==> config.mk <==
export PLATFORM = sky130hd
export DESIGN_NAME = mos_stream_driver
export DESIGN_NICKNAME = d
export VERILOG_FILES = /design/src/rtl/mos_stream_driver.sv
export SDC_FILE = /design/constraint.sdc
export NUM_CORES = 2
export LEC_CHECK = 0
export BUFFER_PORTS_ARGS = -buffer_cell sky130_fd_sc_hd__clkbuf_2
export CAP_MARGIN = 20
export CORE_AREA = 5 5 431 433
export CTS_CLUSTER_DIAMETER = 40
export DETAILED_ROUTE_END_ITERATION = 6
export DIE_AREA = 0 0 436 438
export GPL_TIMING_DRIVEN = 0
export PLACE_DENSITY = 0.75
export SETUP_SLACK_MARGIN = 0.4
export SYNTH_ARGS = -nofsm -noshare
export SYNTH_HDL_FRONTEND = slang
export SYNTH_SLANG_ARGS = --single-unit
==> constraint.sdc <==
create_clock -name clk -period 33.4 [get_ports clk]
set_input_delay 6.68 -clock clk [delete_from_list [all_inputs] [get_ports clk]]
set_output_delay 6.68 -clock clk [all_outputs]
set_load 0.02 [all_outputs]
==> src/rtl/mos_stream_driver.sv <==
`timescale 1ns/1ps
// Host-side initiator for the MOS matrix-multiply serial interface.
// Holds a weight and an input matrix (4x4 or 8x8, 16b signed), streams both
// to MOS on start, then captures the diagonal-sum results into a read buffer.
module mos_stream_driver #(
  parameter int unsigned TIMEOUT = 255  // max WAIT cycles without mos_out_valid (1..255)
) (
  input  logic        clk,
  input  logic        rst,
  input  logic        cfg_size,
  input  logic        wr_en,
  input  logic        wr_sel,
  input  logic [5:0]  wr_addr,
  input  logic [15:0] wr_data,
  input  logic        start,
  output logic        busy,
  output logic        done,
  output logic        err_timeout,
  output logic        err_len,
  output logic [3:0]  res_count,
  input  logic [3:0]  res_rd_addr,
  output logic [39:0] res_rd_data,
  output logic        mos_matrix_size,
  output logic        mos_in_valid,
  output logic [15:0] mos_in_data,
  input  logic        mos_out_valid,
  input  logic [39:0] mos_out_data
);

  typedef enum logic [2:0] {
    S_IDLE, S_SEND_W, S_SEND_I, S_WAIT, S_RECV, S_DONE
  } state_t;

  localparam logic [7:0] TIMEOUT_CNT = 8'(TIMEOUT);

  state_t      state_q, state_d;
  logic        size_q;
  logic [5:0]  k_q;
  logic [7:0]  wait_cnt_q;
  logic [3:0]  res_count_q;
  logic        err_timeout_q, err_len_q;
  logic [39:0] res_rd_data_q;

  logic [15:0] weight_mem [64];
  logic [15:0] input_mem  [64];
  logic [39:0] res_mem    [15];

  logic       last_k;
  logic [3:0] res_expected;
  logic       timeout_hit;

  assign last_k       = (k_q == (size_q ? 6'd63 : 6'd15));
  assign res_expected = size_q ? 4'd15 : 4'd7;
  assign timeout_hit  = (wait_cnt_q == TIMEOUT_CNT);

  // State register; an asynchronous reset drops the FSM straight to IDLE.
  always_ff @(posedge clk or posedge rst) begin
    // NOTE: sequential state uses non-blocking assignments so every register
    // samples the pre-edge values regardless of statement order.
    if (rst) state_q <= S_IDLE;
    else     state_q <= state_d;
  end

  // Next-state logic: IDLE -> SEND_W -> SEND_I -> WAIT -> RECV -> DONE -> IDLE.
  always_comb begin
    // NOTE: default assignment first so no path leaves state_d unassigned,
    // which would otherwise infer a latch.
    state_d = state_q;
    unique case (state_q)
      S_IDLE:   if (start)          state_d = S_SEND_W;
      S_SEND_W: if (last_k)         state_d = S_SEND_I;
      S_SEND_I: if (last_k)         state_d = S_WAIT;
      S_WAIT: begin
        if (mos_out_valid)          state_d = S_RECV;
        else if (timeout_hit)       state_d = S_DONE;
      end
      S_RECV:   if (!mos_out_valid) state_d = S_DONE;
      S_DONE:                       state_d = S_IDLE;
      default:                      state_d = S_IDLE;
    endcase
  end

  // Outputs decoded from the current state; data forced to zero outside streaming.
  always_comb begin
    busy            = (state_q != S_IDLE);
    done            = (state_q == S_DONE);
    mos_in_valid    = (state_q == S_SEND_W) || (state_q == S_SEND_I);
    mos_in_data     = '0;
    if (state_q == S_SEND_W) mos_in_data = weight_mem[k_q];
    if (state_q == S_SEND_I) mos_in_data = input_mem[k_q];
    mos_matrix_size = mos_in_valid & size_q;
  end

  // Transaction datapath: element index, wait counter, result capture and error flags.
  always_ff @(posedge clk or posedge rst) begin
    if (rst) begin
      size_q        <= 1'b0;
      k_q           <= '0;
      wait_cnt_q    <= '0;
      res_count_q   <= '0;
      err_timeout_q <= 1'b0;
      err_len_q     <= 1'b0;
      // The result buffer is small and observable through the read port,
      // so it is cleared on reset as well as on every accepted start.
      for (int i = 0; i < 15; i++) res_mem[i] <= '0;
    end else begin
      unique case (state_q)
        S_IDLE: begin
          if (start) begin
            size_q        <= cfg_size;
            k_q           <= '0;
            res_count_q   <= '0;
            err_timeout_q <= 1'b0;
            err_len_q     <= 1'b0;
            for (int i = 0; i < 15; i++) res_mem[i] <= '0;
          end
        end
        S_SEND_W: k_q <= last_k ? 6'd0 : k_q + 6'd1;
        S_SEND_I: begin
          k_q <= last_k ? 6'd0 : k_q + 6'd1;
          if (last_k) wait_cnt_q <= 8'd1;
        end
        S_WAIT: begin
          if (mos_out_valid) begin
            res_mem[0]  <= mos_out_data;
            res_count_q <= 4'd1;
          end else if (timeout_hit) begin
            err_timeout_q <= 1'b1;
            err_len_q     <= (res_count_q != res_expected);
          end else begin
            wait_cnt_q <= wait_cnt_q + 8'd1;
          end
        end
        S_RECV: begin
          if (mos_out_valid) begin
            // Index 15 does not exist: extra results are dropped, count saturates.
            if (res_count_q != 4'd15) begin
              res_mem[res_count_q] <= mos_out_data;
              res_count_q          <= res_count_q + 4'd1;
            end
          end else begin
            err_len_q <= (res_count_q != res_expected);
          end
        end
        default: ;
      endcase
    end
  end

  // Matrix buffers: local write port, honoured only while idle.
  always_ff @(posedge clk) begin
    // NOTE: plain RAM with no reset; contents survive rst so a transaction
    // can be re-run after an abort without reloading.
    if (wr_en && (state_q == S_IDLE)) begin
      if (wr_sel) input_mem[wr_addr]  <= wr_data;
      else        weight_mem[wr_addr] <= wr_data;
    end
  end

  // Registered result read port, one-cycle latency, valid in any state.
  always_ff @(posedge clk or posedge rst) begin
    if (rst)                      res_rd_data_q <= '0;
    else if (res_rd_addr < 4'd15) res_rd_data_q <= res_mem[res_rd_addr];
    else                          res_rd_data_q <= '0;
  end

  assign res_rd_data = res_rd_data_q;
  assign res_count   = res_count_q;
  assign err_timeout = err_timeout_q;
  assign err_len     = err_len_q;

endmodule
==> summary.md <==
| Metric | Value |
|---|---|
| Status | `finished clean` |
| Hold Path Class | `reg -> reg` |
| Max Slew Vio Count | `0` |
| Final nets | `7130` |
| Gpl congestion | `1.05` |
| Antenna Nets Post-Route | `0` |
| CTS root buf | `clkbuf_16` |
| Critical path peak fanout | `10` |
| CP Capture Type | `primary output` |
| Worst vdd ir | `0.0000666 V` |
| Worst-path clk slew | `50 ps` |
| Worst slew pin tran | `1450 ps` |
| CP arrival | `6400 ps` |
| Cells along the critical path | `buf_4, buf_4, inv_2, buf_2, buf_1, buf_8, a21oi_1, a221oi_1, o21ai_0, a21o_1, clkbuf_2` |
| Power share of the clock group | `0.383` |
| Post-CTS setup buffer count | `0` |
| Input/output buffers | `131` |
| Clock sinks | `2712` |
| Post-CTS Resized | `0` |
| Clock Skew | `61.7 ps` |
| Io pins | `139` |
| Layout cells sized above 1 | `0.234` |
| Largest net degree at the start of global routing | `135` |
| Vias in the first global route | `67100` |
| Die ar. | `191000 um^2` |
| Mapped Area | `108000 um^2` |
| Setup CP Type | `reg -> out` |
| Minimum clock period | `13080 ps` |
| 1st-iter DRT viols | `11000` |
| Pwr/cell area | `78.5 nW/um^2` |
| CP most frequent cell | `buf_4` |
| Register area share after synthesis | `0.724` |
| Reported leakage power | `44.1 nW` |
| Hold_buf cts | `0` |
| Total power | `9.96 mW` |
| CTS tree | `built` |
| Area of the core | `182000 um^2` |
| Vias per inst | `6.94` |
| Max Cap Viol | `0` |
| Seq. cell area | `78100 um^2` |
| Net Sw Frac | `0.322` |
| CTS H-Tree Depth | `5` |
| Syn Nets | `6469` |
| Synth warn | `0` |
| Final hold viol count | `0` |
| Total CTS buffers | `353` |
| Yosys cell types | `68` |
| Post-synth EDFFs | `2048` |
| Startpoint Class | `register` |
| Insertion delay to the later sink of the worst-skew pair | `970 ps` |
| Asr flop ratio synth | `0.245` |
| Setup_tns | `0 ps` |
| Power Internal | `6.75 mW` |
| Mapped Cells | `6390` |
| Die Span X | `436 um` |
| GRT Total Usage | `0.380` |
| Aggregate routed wire length | `363 mm` |
| DRC violations left | `0` |
| Gate power share | `0.242` |
| Routed vias | `67500` |
| Final period utilization | `0.392` |
| Final setup fails | `0` |
| Routed length per instance | `37.4 um` |
| Slowest cell on the critical path | `a221oi_1` |
| Syn avg cell area | `16.9 um^2` |
| Hold_ws | `474 ps` |
| Initial DRT Pass Iterations | `7` |
| Net load switching power | `3.21 mW` |
| GRT overflow | `0` |
| First-pass GRT wire length | `505 mm` |
| Initial Utilization | `0.594` |
| FF+latch count, synth | `2712` |
| Ys flop type | `edfxtp_1` |
| Slew HR | `0.0315` |
| Initial antenna violation count | `19` |
| CP max stage delay | `1190 ps` |
| Fillers | `11100` |
| Final HPWL DP | `247 mm` |
| Syn-to-layout area delta | `17.7%` |
| Rows | `157` |
| RSZ-0062 raised after global routing | `no` |
| Clk buf depth | `4` |
| Flop pwr share | `0.375` |
| Max Fclk | `76.4 MHz` |
| WP data required | `26720 ps` |
| Area of the multi-input gates | `27900 um^2` |
| Die height | `438 um` |
## sequential cells by signal (all words and copies together) (netlist names)
| name | flops |
|---|---|
| wait_cnt_q | 8 |
| input_mem | 1024 |
| k_q | 6 |
| res_count | 4 |
| err_len | 1 |
| res_mem | 600 |
| size_q | 1 |
| err_timeout | 1 |
| state_q | 3 |
| weight_mem | 1024 |
| res_rd_data | 40 |
## layer usage
metal / global-route usage / vias to the layer above / wire length, um
li1: - / 26300 / -
met1: 0.453 / 34000 / 116000
met2: 0.570 / 5682 / 163000
met3: 0.132 / 1473 / 48700
met4: 0.298 / 8 / 36000
met5: 0 / - / 55
## cell usage in the layout (no fill, tap or decap), types with 110 or more instances in the layout
cell       netlist  routed
o21ai_0        639     639
mux4_2         512     512
dfrtp_1        664     664
a22oi_1        135     135
nand2_1        784     784
edfxtp_1      2048    2048
buf_8            0     110
a21oi_1        130     130
clkbuf_2         0     117
mux2i_1        469     469
clkbuf_16        0     356
nor2_2           2     127
clkbuf_1       244     278
## power by group through the flow
| stage | registers [mW] | logic, mW | clock network, mW |
|---|---|---|---|
| floorplan | 3.78 | 1.24 | 0 |
| global placement | 3.80 | 2.22 | 0 |
| detailed placement | 3.80 | 2.27 | 0 |
| CTS | 3.73 | 2.29 | 3.82 |
| global route | 3.73 | 2.40 | 3.98 |
| finish | 3.73 | 2.41 | 3.82 |
## stage by stage
stage                     utilization  instances  setup WS (ps)  instance area (um^2)
final                           0.699       9717          20320                127000
after global routing            0.699       9707          20690                127000
after CTS                       0.698       9691          20760                127000
after detailed placement        0.633       9071          21750                115000
after global placement          0.614       8906           2150                112000
after floorplan                     -       6390           8110                108000
## path summary, 6_finish.rpt
| check | depth (start not counted) | end | start | slack, ps |
|---|---|---|---|---|
| worst max-delay path | 11 | mos_in_data[6] | k_q[1] | 20320 |
| worst min-delay path | 2 | res_mem[334] | res_mem[334] | 470 |
| worst max register to register | 9 | weight_mem[41][15] | state_q[1] | 28330 |
| worst min register to register | 2 | res_mem[334] | res_mem[334] | 470 |
| max in group asynchronous | 6 | res_mem[371] | rst | 25070 |
| min in group asynchronous | 2 | res_mem[596] | rst | 5860 |
## cells by family after synthesis
kind of cell               after synthesis  synth area share
DFF                                   2712             0.724
AOI/OAI and AO/OA                     1110            0.0604
and+or+nand+nor                       1106            0.0418
muxes                                 1000             0.152
buffers and inverters                  454            0.0208
adders and majority gates                6          0.000696
xor gates and xnor gates                 2          0.000162
## cells in the mapped netlist (5+ instances only)
cell type  instances  area [um^2]
a22oi_1          135         1010
nor2b_1           26          163
clkbuf_1         244          916
o21ai_0          639         3200
dfrtp_1          664        16600
a211oi_1          32          240
a22o_1            53          464
buf_6             21          236
a21oi_1          130          651
buf_2             74          370
mux2_2            19          214
ha_1               6         75.1
o22ai_1           25          156
and2_1            16          100
and3_1             8         50.1
a221o_1            8         80.1
o211ai_1           7         52.6
buf_4             76          571
edfxtp_1        2048        61500
a32o_1             5         50.1
nand2_1          784         2940
nand2b_1           8         50.1
buf_1             28          105
nor3_1             8         40.0
o21ai_1            8         40.0
mux4_2           512        11500
a221oi_1          32          280
nor4_1            10         62.6
nor2_1           176          661
mux2i_1          469         4690
nand3_1           38          190
a21o_1             5         37.5
inv_1              9         33.8
a31oi_1            9         56.3
## layout make-up
type,count,share of cell area
antenna,16,0.000315
buffer,443,0.0173
clock buffer,401,0.0722
clock inverter,219,0.0205
inverter,11,0.000384
multi-input combinational,3224,0.220
sequential,2712,0.615
tap,2385,0.0235
timing repair buffer,306,0.0311
## worst max-delay path, delay by kind of cell (launching register included)
family                 cells  cell delay (ps)
buffers and inverters      7             2780
AO/OA/AOI/OAI              4             2130
flip-flops                 1              490
No activity file was read; power rests on OpenSTA's default activity.
